**config.mk**
```make
export PLATFORM = sky130hd
export DESIGN_NAME = pmu_mode_arbiter
export DESIGN_NICKNAME = d
export VERILOG_FILES = /design/src/rtl/pmu_pkg.sv /design/src/rtl/pmu_vote_reduce.sv /design/src/rtl/pmu_mode_arbiter.sv
export SDC_FILE = /design/constraint.sdc
export NUM_CORES = 1
export LEC_CHECK = 0
export ABC_AREA = 0
export CAP_MARGIN = 10
export CORE_MARGIN = 3
export CORE_UTILIZATION = 50
export DETAILED_ROUTE_END_ITERATION = 6
export PLACE_DENSITY = 0.78
export SLEW_MARGIN = 30
export SYNTH_ARGS = -nofsm -noshare
export SYNTH_HDL_FRONTEND = slang
export SYNTH_HIERARCHICAL = 1
export SYNTH_SLANG_ARGS = --single-unit
```
**constraint.sdc**
```tcl
create_clock -name perm_clk -period 3.1 [get_ports perm_clk]
set_clock_uncertainty 0.15 [all_clocks]
set_input_delay 0.62 -clock perm_clk [delete_from_list [all_inputs] [get_ports perm_clk]]
set_output_delay 0.62 -clock perm_clk [all_outputs]
set_load 0.05 [all_outputs]
```
**src/rtl/pmu_pkg.sv**
```systemverilog
// pmu_pkg: shared PMU power-mode encoding, arbiter FSM state encoding and
// mode <-> rank helpers used by pmu_mode_arbiter and pmu_vote_reduce.
package pmu_pkg;

    localparam logic [1:0] MODE_ACTIVE     = 2'b00;
    localparam logic [1:0] MODE_MEASURE    = 2'b01;
    localparam logic [1:0] MODE_STANDBY    = 2'b10;
    localparam logic [1:0] MODE_DEEP_SLEEP = 2'b11;

    typedef enum logic [1:0] {
        ST_IDLE = 2'd0,
        ST_HOLD = 2'd1,
        ST_WAIT = 2'd2
    } arb_state_e;

    // Priority rank of a mode: MEASURE(3) > ACTIVE(2) > STANDBY(1) > DEEP_SLEEP(0)
    function automatic logic [1:0] mode_rank(input logic [1:0] mode);
        logic [1:0] rank;
        case (mode)
            MODE_MEASURE: rank = 2'd3;
            MODE_ACTIVE:  rank = 2'd2;
            MODE_STANDBY: rank = 2'd1;
            default:      rank = 2'd0;
        endcase
        return rank;
    endfunction

    // Inverse of mode_rank
    function automatic logic [1:0] rank_mode(input logic [1:0] rank);
        logic [1:0] mode;
        case (rank)
            2'd3:    mode = MODE_MEASURE;
            2'd2:    mode = MODE_ACTIVE;
            2'd1:    mode = MODE_STANDBY;
            default: mode = MODE_DEEP_SLEEP;
        endcase
        return mode;
    endfunction

endpackage

```
**src/rtl/pmu_vote_reduce.sv**
```systemverilog
// pmu_vote_reduce: combinational max-rank reduction over requester votes.
// Ports:
//   vote_valid_i    per-requester vote valid
//   vote_mode_i     per-requester mode, requester i at [2i+1:2i]
//   target_mode_o_c highest-ranked valid mode, DEEP_SLEEP when no vote
module pmu_vote_reduce
    import pmu_pkg::*;
#(
    parameter int unsigned NB_REQ = 4
) (
    input  logic [NB_REQ-1:0]   vote_valid_i,
    input  logic [2*NB_REQ-1:0] vote_mode_i,
    output logic [1:0]          target_mode_o_c
);

    logic [1:0] best_rank;

    // Rank 0 is DEEP_SLEEP, so an empty vote set falls out naturally
    always_comb begin
        best_rank = 2'd0;
        for (int i = 0; i < int'(NB_REQ); i++) begin
            if (vote_valid_i[i] && (mode_rank(vote_mode_i[2*i +: 2]) > best_rank)) begin
                best_rank = mode_rank(vote_mode_i[2*i +: 2]);
            end
        end
        target_mode_o_c = rank_mode(best_rank);
    end

endmodule

```
**src/rtl/pmu_mode_arbiter.sv**
```systemverilog
// pmu_mode_arbiter: arbitrates per-requester power-mode votes into a single
// PMU mode request. Upgrades are requested immediately, downgrades only after
// the target has been stable for perm_holdoff_limit cycles. Exactly one
// perm_*_req level is high: the mode in flight, else the granted mode.
// Ports:
//   perm_clk / perm_rstb                  clock, async active-low reset
//   perm_vote_valid / perm_vote_mode      requester votes
//   perm_holdoff_limit                    downgrade hold-off (cycles)
//   perm_timeout_limit                    ack timeout (cycles), 0 = off
//   perm_{sleep,stdby,active,measure}_req level requests to the PMU
//   perm_{sleep,stdby,active,measure}_ack PMU acknowledges
//   perm_granted_mode                     last acknowledged mode
//   perm_busy                             in hold-off or awaiting ack
//   perm_timeout_err / perm_err_clr       sticky timeout flag and its clear
// Build option: PMU_MODE_ARB_TIMEOUT_EN enables the acknowledge timeout;
// without it WAIT never times out and perm_timeout_err stays 0.
module pmu_mode_arbiter
    import pmu_pkg::*;
#(
    parameter int unsigned NB_REQ    = 4,
    parameter int unsigned CNT_WIDTH = 8
) (
    input  logic                  perm_clk,
    input  logic                  perm_rstb,
    input  logic [NB_REQ-1:0]     perm_vote_valid,
    input  logic [2*NB_REQ-1:0]   perm_vote_mode,
    input  logic [CNT_WIDTH-1:0]  perm_holdoff_limit,
    input  logic [CNT_WIDTH-1:0]  perm_timeout_limit,
    output logic                  perm_sleep_req,
    output logic                  perm_stdby_req,
    output logic                  perm_active_req,
    output logic                  perm_measure_req,
    input  logic                  perm_sleep_ack,
    input  logic                  perm_stdby_ack,
    input  logic                  perm_active_ack,
    input  logic                  perm_measure_ack,
    output logic [1:0]            perm_granted_mode,
    output logic                  perm_busy,
    output logic                  perm_timeout_err,
    input  logic                  perm_err_clr
);

    localparam logic [CNT_WIDTH-1:0] CNT_MAX = {CNT_WIDTH{1'b1}};

    arb_state_e           state_q, state_d;
    logic [CNT_WIDTH-1:0] cnt_q, cnt_d, cnt_inc_c;
    logic [1:0]           req_mode_q, req_mode_d;
    logic [1:0]           granted_q, granted_d;
    logic [1:0]           hold_tgt_q, hold_tgt_d;
    logic [3:0]           req_q, req_d;
    logic                 busy_q, err_q, err_d;
    logic [1:0]           target_c, out_mode_c, tgt_rank_c, gr_rank_c;
    logic                 ack_c, timeout_c, set_err_c;

    pmu_vote_reduce #(.NB_REQ(NB_REQ)) u_vote_reduce (
        .vote_valid_i    (perm_vote_valid),
        .vote_mode_i     (perm_vote_mode),
        .target_mode_o_c (target_c)
    );

    assign tgt_rank_c = mode_rank(target_c);
    assign gr_rank_c  = mode_rank(granted_q);
    assign cnt_inc_c  = (cnt_q == CNT_MAX) ? cnt_q : cnt_q + CNT_WIDTH'(1);

    // Ack matching the mode currently in flight
    always_comb begin
        case (req_mode_q)
            MODE_ACTIVE:  ack_c = perm_active_ack;
            MODE_MEASURE: ack_c = perm_measure_ack;
            MODE_STANDBY: ack_c = perm_stdby_ack;
            default:      ack_c = perm_sleep_ack;
        endcase
    end

`ifdef PMU_MODE_ARB_TIMEOUT_EN
    assign timeout_c = (perm_timeout_limit != '0) && (cnt_q == perm_timeout_limit);
`else
    logic unused_timeout_cfg;
    assign timeout_c          = 1'b0;
    assign unused_timeout_cfg = ^{perm_timeout_limit, perm_err_clr};
`endif

    // Next-state, counter and request decode
    always_comb begin
        state_d    = state_q;
        cnt_d      = cnt_q;
        req_mode_d = req_mode_q;
        granted_d  = granted_q;
        hold_tgt_d = hold_tgt_q;
        set_err_c  = 1'b0;
        req_d      = 4'b0000;

        case (state_q)
            ST_IDLE: begin
                if (tgt_rank_c > gr_rank_c || (tgt_rank_c < gr_rank_c && perm_holdoff_limit == '0)) begin
                    state_d    = ST_WAIT;
                    req_mode_d = target_c;
                    cnt_d      = '0;
                end else if (tgt_rank_c < gr_rank_c) begin
                    state_d    = ST_HOLD;
                    hold_tgt_d = target_c;
                    cnt_d      = '0;
                end
            end
            ST_HOLD: begin
                if (tgt_rank_c > gr_rank_c) begin
                    state_d    = ST_WAIT;
                    req_mode_d = target_c;
                    cnt_d      = '0;
                end else if (tgt_rank_c == gr_rank_c) begin
                    state_d = ST_IDLE;
                    cnt_d   = '0;
                end else if (target_c != hold_tgt_q) begin
                    // A different downgrade target restarts the hold-off
                    hold_tgt_d = target_c;
                    cnt_d      = '0;
                end else if (cnt_q == perm_holdoff_limit - CNT_WIDTH'(1)) begin
                    state_d    = ST_WAIT;
                    req_mode_d = target_c;
                    cnt_d      = '0;
                end else begin
                    cnt_d = cnt_inc_c;
                end
            end
            ST_WAIT: begin
                if (ack_c) begin
                    state_d   = ST_IDLE;
                    granted_d = req_mode_q;
                    cnt_d     = '0;
                end else if (timeout_c) begin
                    state_d   = ST_IDLE;
                    set_err_c = 1'b1;
                    cnt_d     = '0;
                end else begin
                    cnt_d = cnt_inc_c;
                end
            end
            default: begin
                state_d = ST_IDLE;
                cnt_d   = '0;
            end
        endcase

`ifdef PMU_MODE_ARB_TIMEOUT_EN
        err_d = set_err_c | (err_q & ~perm_err_clr);
`else
        err_d = 1'b0;
`endif

        // Request bit index equals the mode encoding
        out_mode_c        = (state_d == ST_WAIT) ? req_mode_d : granted_d;
        req_d[out_mode_c] = 1'b1;
    end

    // State and output registers
    always_ff @(posedge perm_clk or negedge perm_rstb) begin
        if (!perm_rstb) begin
            state_q    <= ST_IDLE;
            cnt_q      <= '0;
            req_mode_q <= MODE_ACTIVE;
            granted_q  <= MODE_ACTIVE;
            hold_tgt_q <= MODE_ACTIVE;
            req_q      <= 4'b0001;
            busy_q     <= 1'b0;
            err_q      <= 1'b0;
        end else begin
            state_q    <= state_d;
            cnt_q      <= cnt_d;
            req_mode_q <= req_mode_d;
            granted_q  <= granted_d;
            hold_tgt_q <= hold_tgt_d;
            req_q      <= req_d;
            busy_q     <= (state_d != ST_IDLE);
            err_q      <= err_d;
        end
    end

    assign perm_active_req   = req_q[0];
    assign perm_measure_req  = req_q[1];
    assign perm_stdby_req    = req_q[2];
    assign perm_sleep_req    = req_q[3];
    assign perm_granted_mode = granted_q;
    assign perm_busy         = busy_q;
    assign perm_timeout_err  = err_q;

endmodule

```
==> impl_metrics.yaml <==
status:
  status: "finished with violations"
  failed_checks: "negative setup slack"
synthesis:
  avgSynthCellArea_um2: 8.55
  synthTopCellsByCount: "ha_1, inv_1, nor2_1"
  synth_nets: 325
  yosys.area.top_type: "dfrtp_1"
  synth_compound_area_frac: 0.236
  synth_top_family_by_area: "compound AO/OA/AOI/OAI gates"
  async_reset_ff_frac: 1.00
  ys_types: 58
  yosysMostFrequentCell: "ha_1"
  synth.area.mux_share: 0.0433
  synth_fa_ha_area_frac: 0.188
  synth_cells: 257
  synth-main-ff-cell: "dfrtp_1"
  yosys_warnings: 6
  synthSimpleGateAreaFrac: 0.171
  synth_area_leaders: "dfrtp_1, ha_1, inv_1"
  synth-edff-count: 0
  syn-cell-area_um2: 2200
  yosysTopAreaCellShare: 0.228
  yosys.area_share.xor_xnor: 0.0518
  yosysSeqAreaShare: 0.240
  ys_ff_latch: 21
global_route:
  grt_usage: 0.229
  grt_pass1_wl_um: 9590
  antenna_found_initial: 0
  grt_remaining_overflow: 0
  grt_pass1_vias: 2231
  grt_max_degree: 22
floorplanning:
  rows: 23
  die_y_um: 72.3
  design.core.area_um2: 4120
  die_w_um: 72.3
  start_util: 0.534
  num_io_pins: 43
  die-area_um2: 5230
setup_path:
  cp_max_fo: 7
  crit_path_frequent_cell: "ha_4"
  reg2regPathDepth: 8
  max_stage_delay_ps: 350
  worst-path-buf-inv: 6
  crit_slowest_cell: "mux2_4"
  critPathLaunchType: "primary input"
  end_kind: "register"
  regToRegEndpoint: "req_q[0]$_DFF_PN1_"
  reg2reg_from: "cnt_q[2]$_DFFE_PN0P_"
  path_delay_family: "compound AO/OA/AOI/OAI gates"
  crit_start: "perm_vote_mode[1]"
  crit_type: "primary input to register"
  rrSetupSlack_ps: 140
  arrival_ps: 6000
  worstPathRequired_ps: 3110
placed_design:
  place_ws_ps: -3830
  place.gp.congestion: 0.857
  numPortBuffers: 32
  place_hpwl_um: 4420
  dp_cells: 384
sta:
  finalCritPeriodShare: 1.93
  setup_tns_ps: -52430
  period_minus_slack_ps: 5990
  fmax_mhz: 167
  hold_viol: 0
  rsz0062_at_grt: "true"
  setup_viol_count_final: 19
  slew_headroom: 0.653
  maxSlewViolCount: 0
  final.setup.worst_slack_ps: -2890
  tightest_slew_ps: 518
cells_and_area:
  fin_cells: 394
  num_antenna_cells: 0
  fin_nets: 413
  fillers: 241
  area_growth_syn_to_layout_pct: 54.7
  drive_gt1_frac: 0.407
clock_network:
  clk_pin_slew_ps: 90
  cts_buffers: 3
  clkLatencyLatePin_ps: 270
  h-tree-depth: 1
  clk_path_buf_depth: 2
  cts-hold-fix-buffers: 0
  cts-root-buf: "clkbuf_8"
  clkSinkCount: 21
  cts_tree: "built"
min_path:
  hp-start: "hold_tgt_q[0]$_DFFE_PN0P_"
  hold_end: "hold_tgt_q[0]$_DFFE_PN0P_"
  hold_class: "register to register"
  hold-path-cell-count: 2
route:
  drt_iter0_markers: 142
  firstDrtPassIters: 4
  ant_nets: 0
  viasPerCell: 5.88
  routed_wl_um: 6720
  wl_per_cell_um: 17.1
  vias: 2317
  route.detailed.drc: 0
power_and_ir_drop:
  power_density_nw_per_um2: 937
  leakagePower_nw: 1.55
  ir_drop_mv: 0.667
job:
  drv_cap: 0
## flip-flops by register name, indices dropped and copies added (netlist names)
| name | count |
|---|---|
| cnt_q | 8 |
| hold_tgt_q | 2 |
| perm_busy | 1 |
| perm_granted_mode | 2 |
| req_mode_q | 2 |
| req_q | 4 |
| state_q | 2 |
## power by group
group / leakage (nW) / switching, mW / internal, mW
clock: 0.0217 / 0.103 / 0.0911
combinational: 1.26 / 1.34 / 1.21
sequential: 0.276 / 0.0720 / 0.368
total: 1.55 / 1.51 / 1.67
## cell type report
cell class                 count  area (µm²)  area share
sequential                    21         527       0.155
clock buffer                   3        41.3      0.0122
clock inverter                 1        7.51     0.00221
timing repair buffer          87         759       0.223
inverter                      32         138      0.0405
multi-input combinational    200        1860       0.548
tap                           50        62.6      0.0184
## metrics by stage
stage / cell area, µm² / hold slack [ps] / total power [mW] / util
finish: 3400 / 377 / 3.18 / 0.826
global route: 3400 / 417 / 3.38 / 0.826
CTS: 3230 / 374 / 2.69 / 0.785
detailed placement: 3020 / 353 / 2.30 / 0.733
global placement: 3020 / 348 / 2.24 / 0.733
floorplan: 2300 / 174 / 1.58 / -
## logic make-up after synthesis
logic type | count (synthesis)
adders and majority gates | 33
xor gates and xnor gates | 13
and+or+nand+nor | 77
DFF | 21
buffers and inverters | 36
other | 1
muxes | 7
AOI/OAI and AO/OA | 69
## tightest hold or removal path, cell delays in order (launching register included)
cell and delay [ps]:
dfrtp_1 390, nand2_2 50, o21ai_1 60
## metal layers
metal | share of wire | up-vias | wire length (µm) | global-route usage
met1 | 0.40 | 1116 | 2710 | 0.284
met4 | 0.024 | 0 | 164 | 0.0668
met5 | 0 | - | 0 | 0
met3 | 0.055 | 18 | 373 | 0.0402
met2 | 0.52 | 109 | 3470 | 0.405
li1 | - | 1074 | - | -
## worst max path at each step
stage / endpoint / slack, ps / depth (start not counted)
after CTS: req_q[0]$_DFF_PN1_ / -2860 / 33
final: req_q[2]$_DFF_PN0_ / -2890 / 32
after global routing: req_q[2]$_DFF_PN0_ / -3080 / 32
after global placement: req_q[2]$_DFF_PN0_ / -3570 / 30
after floorplan: req_q[0]$_DFF_PN1_ / -2990 / 29
after detailed placement: req_q[1]$_DFF_PN0_ / -3830 / 31
## cells in the final DEF (no fill, tap or decap), drive strengths merged, types with 3 or more instances in the layout
master         count
inv               32
xnor2              8
o22ai              4
dfrtp             20
and2               3
nor2b              7
o31ai              3
clkbuf             3
clkdlybuf4s50     27
buf               59
ha                33
a21oi             14
mux2               4
nand2             18
nor2              28
nand3              5
o211ai             5
a211oi             3
o21ai             11
nand2b             4
xor2               5
nand4              3
a31oi              4
a31o               5
a21o               4
## what timing repair did
| action | CTS | global route |
|---|---|---|
| endpoints found under the setup margin | 19 | 19 |
| gates resized for setup | 54 | 39 |
| cloned | 0 | 0 |
| setup buffers | 5 | 1 |
| pin swaps | 28 | 28 |
No activity file was read; power rests on OpenSTA's default activity.
==> patch: new RTL, config.mk and constraints unchanged <==
Make the reset (`perm_rstb`) synchronous in one clocked block. Comments in the files are not updated.
--- a/src/rtl/pmu_mode_arbiter.sv
+++ b/src/rtl/pmu_mode_arbiter.sv
@@ -155,3 +155,3 @@
     // State and output registers
-    always_ff @(posedge perm_clk or negedge perm_rstb) begin
+    always_ff @(posedge perm_clk) begin
         if (!perm_rstb) begin
Behaviour: differs if perm_rstb is asserted again (counterexample within 4 cycles, from zero or initial values and one cycle with perm_rstb low); with perm_rstb held inactive, the same outputs for 10 cycles.
==> patch against the unedited design <==
  * The flow still finishes with violations (negative setup slack)
  * Sequential cell count unchanged
  * Synthesized area is 3.0% higher
  * Via count is 3.7% higher
  * Final area rose by 1.5%
  * Global-route usage grew 0.90 points
  * Critical endpoint is now cnt_q[3]
  * Register-to-register slack worse by 0.12 ns
  * Wire length is 3.6% lower
  * Total power down 38%
  * Final cell count up 6.6%
  * Die area grew 2.7%
  * Hold slack improved by 0.031 ns
  * Setup slack worse by 0.25 ns
==> patch: results (changes against the unedited design) <==
Synthesis
  • Post-synth top cells: ha_1, inv_1, nand2_1, nor2_1, dfxtp_1
  • Post-Synth Adder-Cell Area: 18.3% (-0.54 points)
  • Top cells by area, synth: dfxtp_1, ha_1, inv_1
  • Async set or reset register ratio after synthesis: 0% (-100 points)
  • Mux cell area share after synthesis: 5.09% (+0.76 points)
  • Synth Area in XOR/XNOR: 5.81% (+0.63 points)
  • Compound-Gate Fraction of Synth Area: 22.3% (-1.3 points)

Global routing
  • First-pass GRT wire length: 10200 µm (+6.8%)
  • Met2 Use GR: 45.3% (+4.7 points)
  • Gr usage total: 23.8% (+0.90 points)

Outcome
  • Outcome: finished with violations
  • Failing checks: negative setup slack

Hold path
  • Hold Path Origin: cnt_q[1]
  • Hold depth: 1 (-1)

Layout
  • Share of layout cells above drive strength 1: 36.5% (-4.2 points)
  • Fin cells: 420 (+6.6%)

Setup path
  • CP Max Fanout: 4 (-3)
  • Reg2Reg Capture Point: cnt_q[3]

Drt
  • First DRT Iteration DRCs: 183 (+29%)
  • WL met3: 235 µm (-37%)

Timing
  • Final TNS setup: -56.85 ns (-4.43 ns)
  • Worst hold slack: 0.408 ns (+0.0306 ns)
  • Endpoints failing setup: 19 (unchanged)
  • Final worst slack: -3.14 ns (-0.246 ns)

Power and ir drop
  • LEAKAGE: 0.00158 µW (+1.6%)
## patch: cell count changes in the layout (fill, tap and decap cells not counted), sizes merged, moves of 5 or more
cell,unedited run,this run
nor3,1,12
nor2,28,23
nand2,18,24
buf,59,64
dfxtp,0,21
dfrtp,20,0
## patch: cell type report
type	instances	area, µm²
sequential	21	420
inverter	29	126
fill	237	722
tap	50	62.6
timing repair buffer	92	801
multi-input combinational	224	2000
clock buffer	4	45.0
## patch: report_power, final
group	internal (µW)	switching [µW]
Clock	91.8	96.3
Sequential	313	43.4
Combinational	718	720
## patch: worst max-delay path, delay by kind of cell
family / cells / cell delay, ns
AOI/OAI and AO/OA: 10 / 2.04
and+or+nand+nor: 11 / 1.33
buffers and inverters: 6 / 0.62
adders and majority gates: 6 / 1.33
muxes: 1 / 0.34
## patch: repair_timing
item | 4_1_cts | 5_1_grt
hold buffers | 0 | 0
gates cloned | 0 | 0
pin swaps | 21 | 13
setup endpoints to repair | 19 | 19
resized for setup | 46 | 32
setup buffers | 10 | 6
